$ cat src/rtl/usb_tx_pkg.sv
// rtl/usb_tx_pkg.sv - shared state encoding and line constants for the USB transmit serializer
// Contents: tx_state_t FSM states, SYNC_BYTE pattern, STUFF_LIMIT ones-run length, EOP_BITS length.
package usb_tx_pkg;

    typedef enum logic [2:0] {
        IDLE,
        SYNC,
        DATA,
        STUFF,
        EOP
    } tx_state_t;

    localparam logic [7:0] SYNC_BYTE   = 8'h80;
    localparam logic [2:0] STUFF_LIMIT = 3'd6;
    localparam int         EOP_BITS    = 2;

endpackage

$ cat src/rtl/usb_tx_bit_timer.sv
// rtl/usb_tx_bit_timer.sv - bit-period timer producing the per-bit strobe
// Ports: clk, n_rst (async active-low); enable holds the counter at 0 when low;
//        strobe is high in the last cycle of every enabled bit period.
module usb_tx_bit_timer #(
    parameter int CLKS_PER_BIT = 8
) (
    input  logic clk,
    input  logic n_rst,
    input  logic enable,
    output logic strobe
);

    localparam int            CW   = (CLKS_PER_BIT > 1) ? $clog2(CLKS_PER_BIT) : 1;
    localparam logic [CW-1:0] LAST = CW'(CLKS_PER_BIT - 1);

    logic [CW-1:0] cnt;

    always_ff @(posedge clk or negedge n_rst) begin
        if (!n_rst) begin
            cnt <= '0;
        end else if (!enable || cnt == LAST) begin
            cnt <= '0;
        end else begin
            cnt <= cnt + 1'b1;
        end
    end

    assign strobe = enable && (cnt == LAST);

endmodule

$ cat src/rtl/usb_tx_serializer.sv
// rtl/usb_tx_serializer.sv - byte-to-bit serializer with bit stuffing and EOP ahead of the NRZI encoder
// Ports: clk, n_rst (async active-low); tx_byte/tx_valid/tx_last/tx_ready byte handshake into a
//        one-byte hold register; data_out/eop/new_bit feed the encoder; tx_busy spans a packet;
//        underrun pulses when the hold register is empty at a byte boundary mid-packet.
// Build option: define USB_TX_SYNC_GEN_EN to prefix every packet with the SYNC byte.
module usb_tx_serializer
    import usb_tx_pkg::*;
#(
    parameter int CLKS_PER_BIT = 8
) (
    input  logic       clk,
    input  logic       n_rst,
    input  logic [7:0] tx_byte,
    input  logic       tx_valid,
    input  logic       tx_last,
    output logic       tx_ready,
    output logic       data_out,
    output logic       eop,
    output logic       new_bit,
    output logic       tx_busy,
    output logic       underrun
);

    tx_state_t   state_q, state_d;
    logic [7:0]  hold_data_q, hold_data_d;
    logic        hold_last_q, hold_last_d;
    logic        hold_full_q, hold_full_d;
    logic [7:0]  shift_q, shift_d;
    logic        shift_last_q, shift_last_d;
    logic [2:0]  bit_idx_q, bit_idx_d;
    logic [2:0]  ones_q, ones_d;
    logic        eop_cnt_q, eop_cnt_d;
    // A stuff bit interrupts SYNC or DATA; these remember what to resume and
    // whether the interrupted byte had already issued its 8th bit.
    logic        resume_sync_q, resume_sync_d;
    logic        byte_end_q, byte_end_d;
    logic        underrun_q, underrun_d;
    logic        end_byte;

    usb_tx_bit_timer #(
        .CLKS_PER_BIT(CLKS_PER_BIT)
    ) u_bit_timer (
        .clk    (clk),
        .n_rst  (n_rst),
        .enable (state_q != IDLE),
        .strobe (new_bit)
    );

    assign tx_ready = !hold_full_q;
    assign tx_busy  = (state_q != IDLE);
    assign eop      = (state_q == EOP);
    assign underrun = underrun_q;

    always_comb begin
        data_out = 1'b1;
        case (state_q)
            SYNC:    data_out = SYNC_BYTE[bit_idx_q];
            DATA:    data_out = shift_q[bit_idx_q];
            STUFF:   data_out = 1'b0;
            default: data_out = 1'b1;
        endcase
    end

    always_comb begin
        state_d       = state_q;
        hold_data_d   = hold_data_q;
        hold_last_d   = hold_last_q;
        hold_full_d   = hold_full_q;
        shift_d       = shift_q;
        shift_last_d  = shift_last_q;
        bit_idx_d     = bit_idx_q;
        ones_d        = ones_q;
        eop_cnt_d     = eop_cnt_q;
        resume_sync_d = resume_sync_q;
        byte_end_d    = byte_end_q;
        underrun_d    = 1'b0;
        end_byte      = 1'b0;

        if (tx_valid && !hold_full_q) begin
            hold_data_d = tx_byte;
            hold_last_d = tx_last;
            hold_full_d = 1'b1;
        end

        case (state_q)
            IDLE: begin
                ones_d    = 3'd0;
                bit_idx_d = 3'd0;
                eop_cnt_d = 1'b0;
                if (hold_full_q) begin
                    shift_d      = hold_data_q;
                    shift_last_d = hold_last_q;
                    hold_full_d  = 1'b0;
`ifdef USB_TX_SYNC_GEN_EN
                    state_d      = SYNC;
`else
                    state_d      = DATA;
`endif
                end
            end
            SYNC, DATA: begin
                if (new_bit) begin
                    bit_idx_d = bit_idx_q + 3'd1;
                    ones_d    = data_out ? ones_q + 3'd1 : 3'd0;
                    if (data_out && ones_d == STUFF_LIMIT) begin
                        state_d       = STUFF;
                        resume_sync_d = (state_q == SYNC);
                        byte_end_d    = (bit_idx_q == 3'd7);
                    end else if (bit_idx_q == 3'd7) begin
                        end_byte = 1'b1;
                    end
                end
            end
            STUFF: begin
                if (new_bit) begin
                    ones_d = 3'd0;
                    if (byte_end_q) begin
                        end_byte = 1'b1;
                    end else begin
                        state_d = resume_sync_q ? SYNC : DATA;
                    end
                end
            end
            EOP: begin
                if (new_bit) begin
                    if (eop_cnt_q == 1'(EOP_BITS - 1)) begin
                        state_d   = IDLE;
                        eop_cnt_d = 1'b0;
                    end else begin
                        eop_cnt_d = eop_cnt_q + 1'b1;
                    end
                end
            end
            default: state_d = IDLE;
        endcase

        // Byte boundary: after SYNC the already-loaded first data byte follows;
        // after a data byte either finish, chain the held byte, or abort.
        if (end_byte) begin
            if (state_q == SYNC || (state_q == STUFF && resume_sync_q)) begin
                state_d = DATA;
            end else if (shift_last_q) begin
                state_d = EOP;
            end else if (hold_full_q) begin
                shift_d      = hold_data_q;
                shift_last_d = hold_last_q;
                hold_full_d  = 1'b0;
                state_d      = DATA;
            end else begin
                underrun_d = 1'b1;
                state_d    = EOP;
            end
        end
    end

    always_ff @(posedge clk or negedge n_rst) begin
        if (!n_rst) begin
            state_q       <= IDLE;
            hold_data_q   <= 8'h00;
            hold_last_q   <= 1'b0;
            hold_full_q   <= 1'b0;
            shift_q       <= 8'h00;
            shift_last_q  <= 1'b0;
            bit_idx_q     <= 3'd0;
            ones_q        <= 3'd0;
            eop_cnt_q     <= 1'b0;
            resume_sync_q <= 1'b0;
            byte_end_q    <= 1'b0;
            underrun_q    <= 1'b0;
        end else begin
            state_q       <= state_d;
            hold_data_q   <= hold_data_d;
            hold_last_q   <= hold_last_d;
            hold_full_q   <= hold_full_d;
            shift_q       <= shift_d;
            shift_last_q  <= shift_last_d;
            bit_idx_q     <= bit_idx_d;
            ones_q        <= ones_d;
            eop_cnt_q     <= eop_cnt_d;
            resume_sync_q <= resume_sync_d;
            byte_end_q    <= byte_end_d;
            underrun_q    <= underrun_d;
        end
    end

endmodule

$ cat config.mk
export PLATFORM = sky130hd
export DESIGN_NAME = usb_tx_serializer
export DESIGN_NICKNAME = d
export VERILOG_FILES = /design/src/rtl/usb_tx_pkg.sv /design/src/rtl/usb_tx_bit_timer.sv /design/src/rtl/usb_tx_serializer.sv
export SDC_FILE = /design/constraint.sdc
export NUM_CORES = 1
export LEC_CHECK = 0
export ABC_CLOCK_PERIOD_IN_PS = 7160
export BUFFER_PORTS_ARGS = -buffer_cell sky130_fd_sc_hd__buf_4
export CAP_MARGIN = 40
export CELL_PAD_IN_SITES_DETAIL_PLACEMENT = 0
export CELL_PAD_IN_SITES_GLOBAL_PLACEMENT = 1
export CORE_MARGIN = 5
export CORE_UTILIZATION = 52
export CTS_BUF_LIST = sky130_fd_sc_hd__clkbuf_8
export DETAILED_ROUTE_END_ITERATION = 6
export PLACE_DENSITY_LB_ADDON = 0.1
export SYNTH_ARGS = -nofsm -noshare
export SYNTH_HDL_FRONTEND = slang
export SYNTH_SLANG_ARGS = --single-unit
$ cat constraint.sdc
create_clock -name clk -period 7.16 [get_ports clk]
set_input_delay 1.432 -clock clk [delete_from_list [all_inputs] [get_ports clk]]
set_output_delay 1.432 -clock clk [all_outputs]
set_load 0.03 [all_outputs]
# [Word level (Yosys, flattened, before mapping)]
# Memory sizes are Yosys's and may differ from the RTL's.
# Cells that the tools add are included.
[op_classes] n_reduce_logical=19 n_lt_le_gt_ge=1 eq_ne=17 add_sub_neg=4 mux=56
[op_table] op="$mux 3" n=16
[op_table] op="$mux 8" n=6
[op_table] op="$mux 1" n=26
[op_table] op="$ne 3x3->1 const B" n=5
[op_table] op="$eq 3x3->1 const B" n=4
[op_table] op="$pmux 3 s4" n=1
[op_table] op="$add 3x1->3 const B" n=3
[op_table] op="$pmux 3 s3" n=1
[op_table] op="$reduce_and 7->1" n=1
[op_table] op="$eq 3x2->1 const B" n=2
[op_table] op="$ne 3x1->1 const B" n=2
[op_table] op="$pmux 3 s2" n=1
[op_table] op="$reduce_and 3->1" n=2
[op_table] op="$reduce_bool 3->1" n=2
[op_table] op="$logic_and 1x1->1" n=4
[op_table] op="$lt 3x4->1 const B" n=1
[op_table] op="$ne 2x2->1 const B" n=2
[op_table] op="$pmux 1 s2" n=2
[op_table] op="$reduce_and 2->1" n=2
[op_table] op="$reduce_bool 2->1" n=2
[op_table] op="$bmux 1 s3" n=1
[op_table] op="$eq 3x1->1 const B" n=1
[op_table] op="$logic_not 3->1" n=1
[op_table] op="$pmux 1 s3" n=1
[op_table] op="other kinds (6)" n=8
[word_totals] n_memories=1 wordCells=111 output_inout_bits=6 register_bits=35 mem_bits_ro=8 input_bits=12
[memory_table] name="(name not given)" depth=8 word_bits=1 rd=1 rd_clocked_by_memory_dff=0 write_ports=0 line_no="usb_tx_serializer.sv:57" text="SYNC: data_out = SYNC_BYTE[bit_idx_q];"

# [Depth between registers and ports, before layout]
[logic_depth] word_depth=11 ltp_mapped=9 mapped_depth_nobuf=8

# [Hierarchy]
# From an unflattened synthesis, not the netlist that was laid out.
[unflattened] hier_cells=186 hier_area_um2=1954.4
[by_module_without_submodules] mod="usb_tx_serializer" cells_each=177 n_inst=1 area_each_um2=1816.7 seq_area_each_um2=800.8
[by_module_without_submodules] mod="usb_tx_bit_timer" cells_each=9 n_inst=1 area_each_um2=137.6 seq_area_each_um2=75.1

# [Worst setup path after synthesis]
# OpenSTA, ideal clock, no wires.
[synth_timing] path_kind="reg-to-output" start="reg state_q[2]" end="out data_out" t_required_ps=5728 t_arrival_ps=1483 path_slack_ps=4245 path_buffers=0 stages_incl_launch_ff=5 cell_sequence="dfrtp_1 > or3b_1 > a221oi_1 > and3_1 > or3_1"
[synth_between] elab_chain_len=2 elab_cells_between_ends=4 cone_classes="3 x eq/ne; 1 x mux"
[synth_lines] item="start: declaration" line_no="usb_tx_serializer.sv:24" text="tx_state_t state_q, state_d;"
[synth_lines] item="start signal: assignment" line_no="usb_tx_serializer.sv:171" text="state_q <= state_d;"
[synth_lines] item="$eq 3x2->1 / $eq 3x1->1 (equally long branches)" line_no="usb_tx_serializer.sv:56" text="case (state_q)"
[synth_lines] item="$pmux 1 s3 *" line_no="usb_tx_serializer.sv:56"
[synth_lines] item="end: declaration" line_no="usb_tx_serializer.sv:17" text="output logic data_out,"
# Mark *: on every way between the ends. The rest lies on a longest branch, timed or not.

# [Worst setup path in the final report]
# Same ends and word-level chain as after synthesis.

==> results.sh <==
export IMPL_status="finished clean"
export IMPL_fin_crit_sh=0.487
export IMPL_whs_ns=0.451
export IMPL_grt_pass1_wl_microns=5910
export IMPL_postLayoutCoreUtil=0.614
export IMPL_clk_path_buf_depth=2
export IMPL_antenna_found_initial=0
export IMPL_clock_sinks=35
export IMPL_worst_slew_pin_slew_ns=0.790
export IMPL_area_growth_pct=13.7
export IMPL_core_sq_um=3360
export IMPL_cts_setup_buffers=0
export IMPL_cp_arrival_ns=2.06
export IMPL_reg2regPathDepth=8
export IMPL_io_buffers=17
export IMPL_syn_area_per_cell_sq_um=11.4
export IMPL_synth_edff_count=0
export IMPL_gp_congestion=0.803
export IMPL_p_per_area_nw_per_um2=403
export IMPL_first_iter_violations=62
export IMPL_postSynth_asyncResetShare=1.00
export IMPL_ys_ff_latch=35
export IMPL_synth_top_family_by_area="multiplexers"
export IMPL_cts_hold_buffers=0
export IMPL_grt_overflow_total=0
export IMPL_path_class="flip-flop to output pin"
export IMPL_final_common_cell="dfrtp_1"
export IMPL_syn_nets=176
export IMPL_ir_drop_mv=0.252
export IMPL_first_pass_iters=4
export IMPL_hold_class="flip-flop to flip-flop"
export IMPL_antenna_cells=0
export IMPL_worstPathRequired_ns=5.73
export IMPL_track_usage=0.154
export IMPL_drc=0
export IMPL_synthAdderAreaFrac=0.0510
export IMPL_ys_seq_area_frac=0.482
export IMPL_rows=21
export IMPL_final_setup_tns_ns=0
export IMPL_finalCriticalPeriod_ns=3.49
export IMPL_relSlewSlack=0.472
export IMPL_holdPathEnd="u_bit_timer.cnt[0]"
export IMPL_initial_core_util=0.540
export IMPL_synthXorXnorAreaFrac=0.00482
export IMPL_ys_top_cells_by_area="dfrtp_1 (48%), mux2_2 (8.1%), mux2_4 (6.6%)"
export IMPL_reg2reg_from="bit_idx_q[0]"
export IMPL_grt_pass1_vias=1290
export IMPL_grt_max_degree=36
export IMPL_syn_area_sq_um=1820
export IMPL_p_leak_nw=0.946
export IMPL_dp_cells=216
export IMPL_die_area_sq_um=4780
export IMPL_instances_no_fill=223
export IMPL_critPathLaunchType="flip-flop"
export IMPL_via_per_inst=5.61
export IMPL_layout_drive_gt1_share=0.299
export IMPL_min_from="u_bit_timer.cnt[0]"
export IMPL_synthMuxAreaShare=0.169
export IMPL_dieHeight_microns=69.1
export IMPL_drv_slew=0
export IMPL_cts_resized=0
export IMPL_layout_common_cells="dfrtp_1 (35), buf_4 (17), mux2_2 (13)"
export IMPL_rsz0062_at_grt="false"
export IMPL_die_x_microns=69.1
export IMPL_final_nets=194
export IMPL_htree_levels=2
export IMPL_synth_simple_area_share=0.137
export IMPL_hold_depth=1
export IMPL_synth_main_ff_cell="dfrtp_1"
export IMPL_yosysTopAreaCell="dfrtp_1"
export IMPL_fillers=307
export IMPL_synth_compound_area_frac=0.129
export IMPL_io_pins=18
export IMPL_clkTransAtPathRegs_ns=0.07
export IMPL_wl_per_cell_microns=15.7
export IMPL_worst_r2r_setup_slack_ns=4.39
export IMPL_drv_cap=0
export IMPL_ant_nets=0
export IMPL_clock_skew_ns=0.00574
export IMPL_clk_latency_ns=0.29
export IMPL_synth_warning_count=0
export IMPL_fmax_mhz=287
export IMPL_synthCells=159
export IMPL_dp_hpwl_microns=2560
export IMPL_ys_types=47
export IMPL_cts_buffers_inserted=5
export IMPL_pre_cts_ws_ns=4.00
export IMPL_post_synth_top_area_fraction=0.482
export IMPL_setup_slack_ns=3.67
export IMPL_finalSetupViolCount=0
export IMPL_wl_microns=3510
export IMPL_rr_endpoint="shift_q[2]"
export IMPL_clockRootBuffer="clkbuf_8"
export IMPL_crit_fanout=16
export IMPL_hold_viol=0
export IMPL_vias=1252
export IMPL_crit_path_end_kind="output pin"
export IMPL_cts_tree="built"
-- flip-flops by register name, summed over array words and instances, names as in the netlist --
signal           flops
byte_end_q           1
ones_q               3
bit_idx_q            3
hold_data_q          8
shift_last_q         1
resume_sync_q        1
hold_last_q          1
state_q              3
u_bit_timer.cnt      3
eop_cnt_q            1
hold_full_q          1
shift_q              8
underrun             1
-- cell type report --
cell class	count	area (sq um)	share of cell area
Multi-Input combinational cell	111	891	0.431
Tap cell	46	57.6	0.0279
Clock inverter	1	5.00	0.00242
Sequential cell	35	876	0.424
Inverter	7	26.3	0.0127
Clock buffer	6	82.6	0.0400
Timing Repair Buffer	17	128	0.0618
-- per-layer routing --
metal	global-route usage	wire [microns]
met3	0.0480	123
met2	0.260	1780
met1	0.181	1540
met4	0.0651	65
met5	0	0
-- worst max path at each step --
stage,cells after the start,end,startpoint
4_1_cts,5,data_out,state_q[2]
3_5_place_dp,5,data_out,state_q[2]
6_report,5,data_out,state_q[2]
5_1_grt,5,data_out,state_q[1]
2_1_floorplan,4,data_out,state_q[2]
3_3_place_gp,5,data_out,state_q[2]
-- stage by stage --
stage | instance area, sq um | power (mW)
global placement | 1980 | 0.672
finish | 2070 | 0.831
floorplan | 1820 | 0.606
detailed placement | 1980 | 0.691
CTS | 2070 | 0.839
global route | 2070 | 0.892
-- cell usage after synthesis, types with 2 or more instances --
| cell | instances |
|---|---|
| clkbuf_1 | 4 |
| o31ai_1 | 2 |
| mux2_4 | 8 |
| nand2b_1 | 4 |
| nor2b_1 | 4 |
| o22a_1 | 3 |
| dfrtp_1 | 35 |
| nor2_1 | 11 |
| or3_1 | 2 |
| nor3b_1 | 3 |
| a21oi_1 | 3 |
| nor3_1 | 3 |
| inv_1 | 6 |
| and3_1 | 2 |
| nand2_1 | 7 |
| maj3_1 | 3 |
| mux2i_1 | 4 |
| nand3_1 | 2 |
| mux2_2 | 13 |
| ha_1 | 5 |
| o21ai_0 | 9 |
-- where the power goes --
| group | switching, mW | leakage, nW | internal (mW) |
|---|---|---|---|
| registers | 0.0763 | 0.431 | 0.278 |
| clock network | 0.0694 | 0.0470 | 0.0754 |
| logic | 0.154 | 0.468 | 0.178 |
| total | 0.300 | 0.946 | 0.531 |
-- logic make-up (layout without fill, tap and decap cells) --
| logic type | after synthesis | after routing |
|---|---|---|
| DFF | 35 | 35 |
| xor gates and xnor gates | 1 | 1 |
| buffers and inverters | 13 | 31 |
| AOI/OAI and AO/OA | 32 | 32 |
| adders and majority gates | 8 | 8 |
| muxes | 25 | 25 |
| and+or+nand+nor | 45 | 45 |
-- worst max-delay path, stage by stage (launching register included) --
cell and delay (ns):
dfrtp_1 0.55, or3b_1 0.46, a221oi_1 0.26, and3_1 0.22, or3_1 0.11, buf_4 0.15
Power figures use the tool's default switching activity.
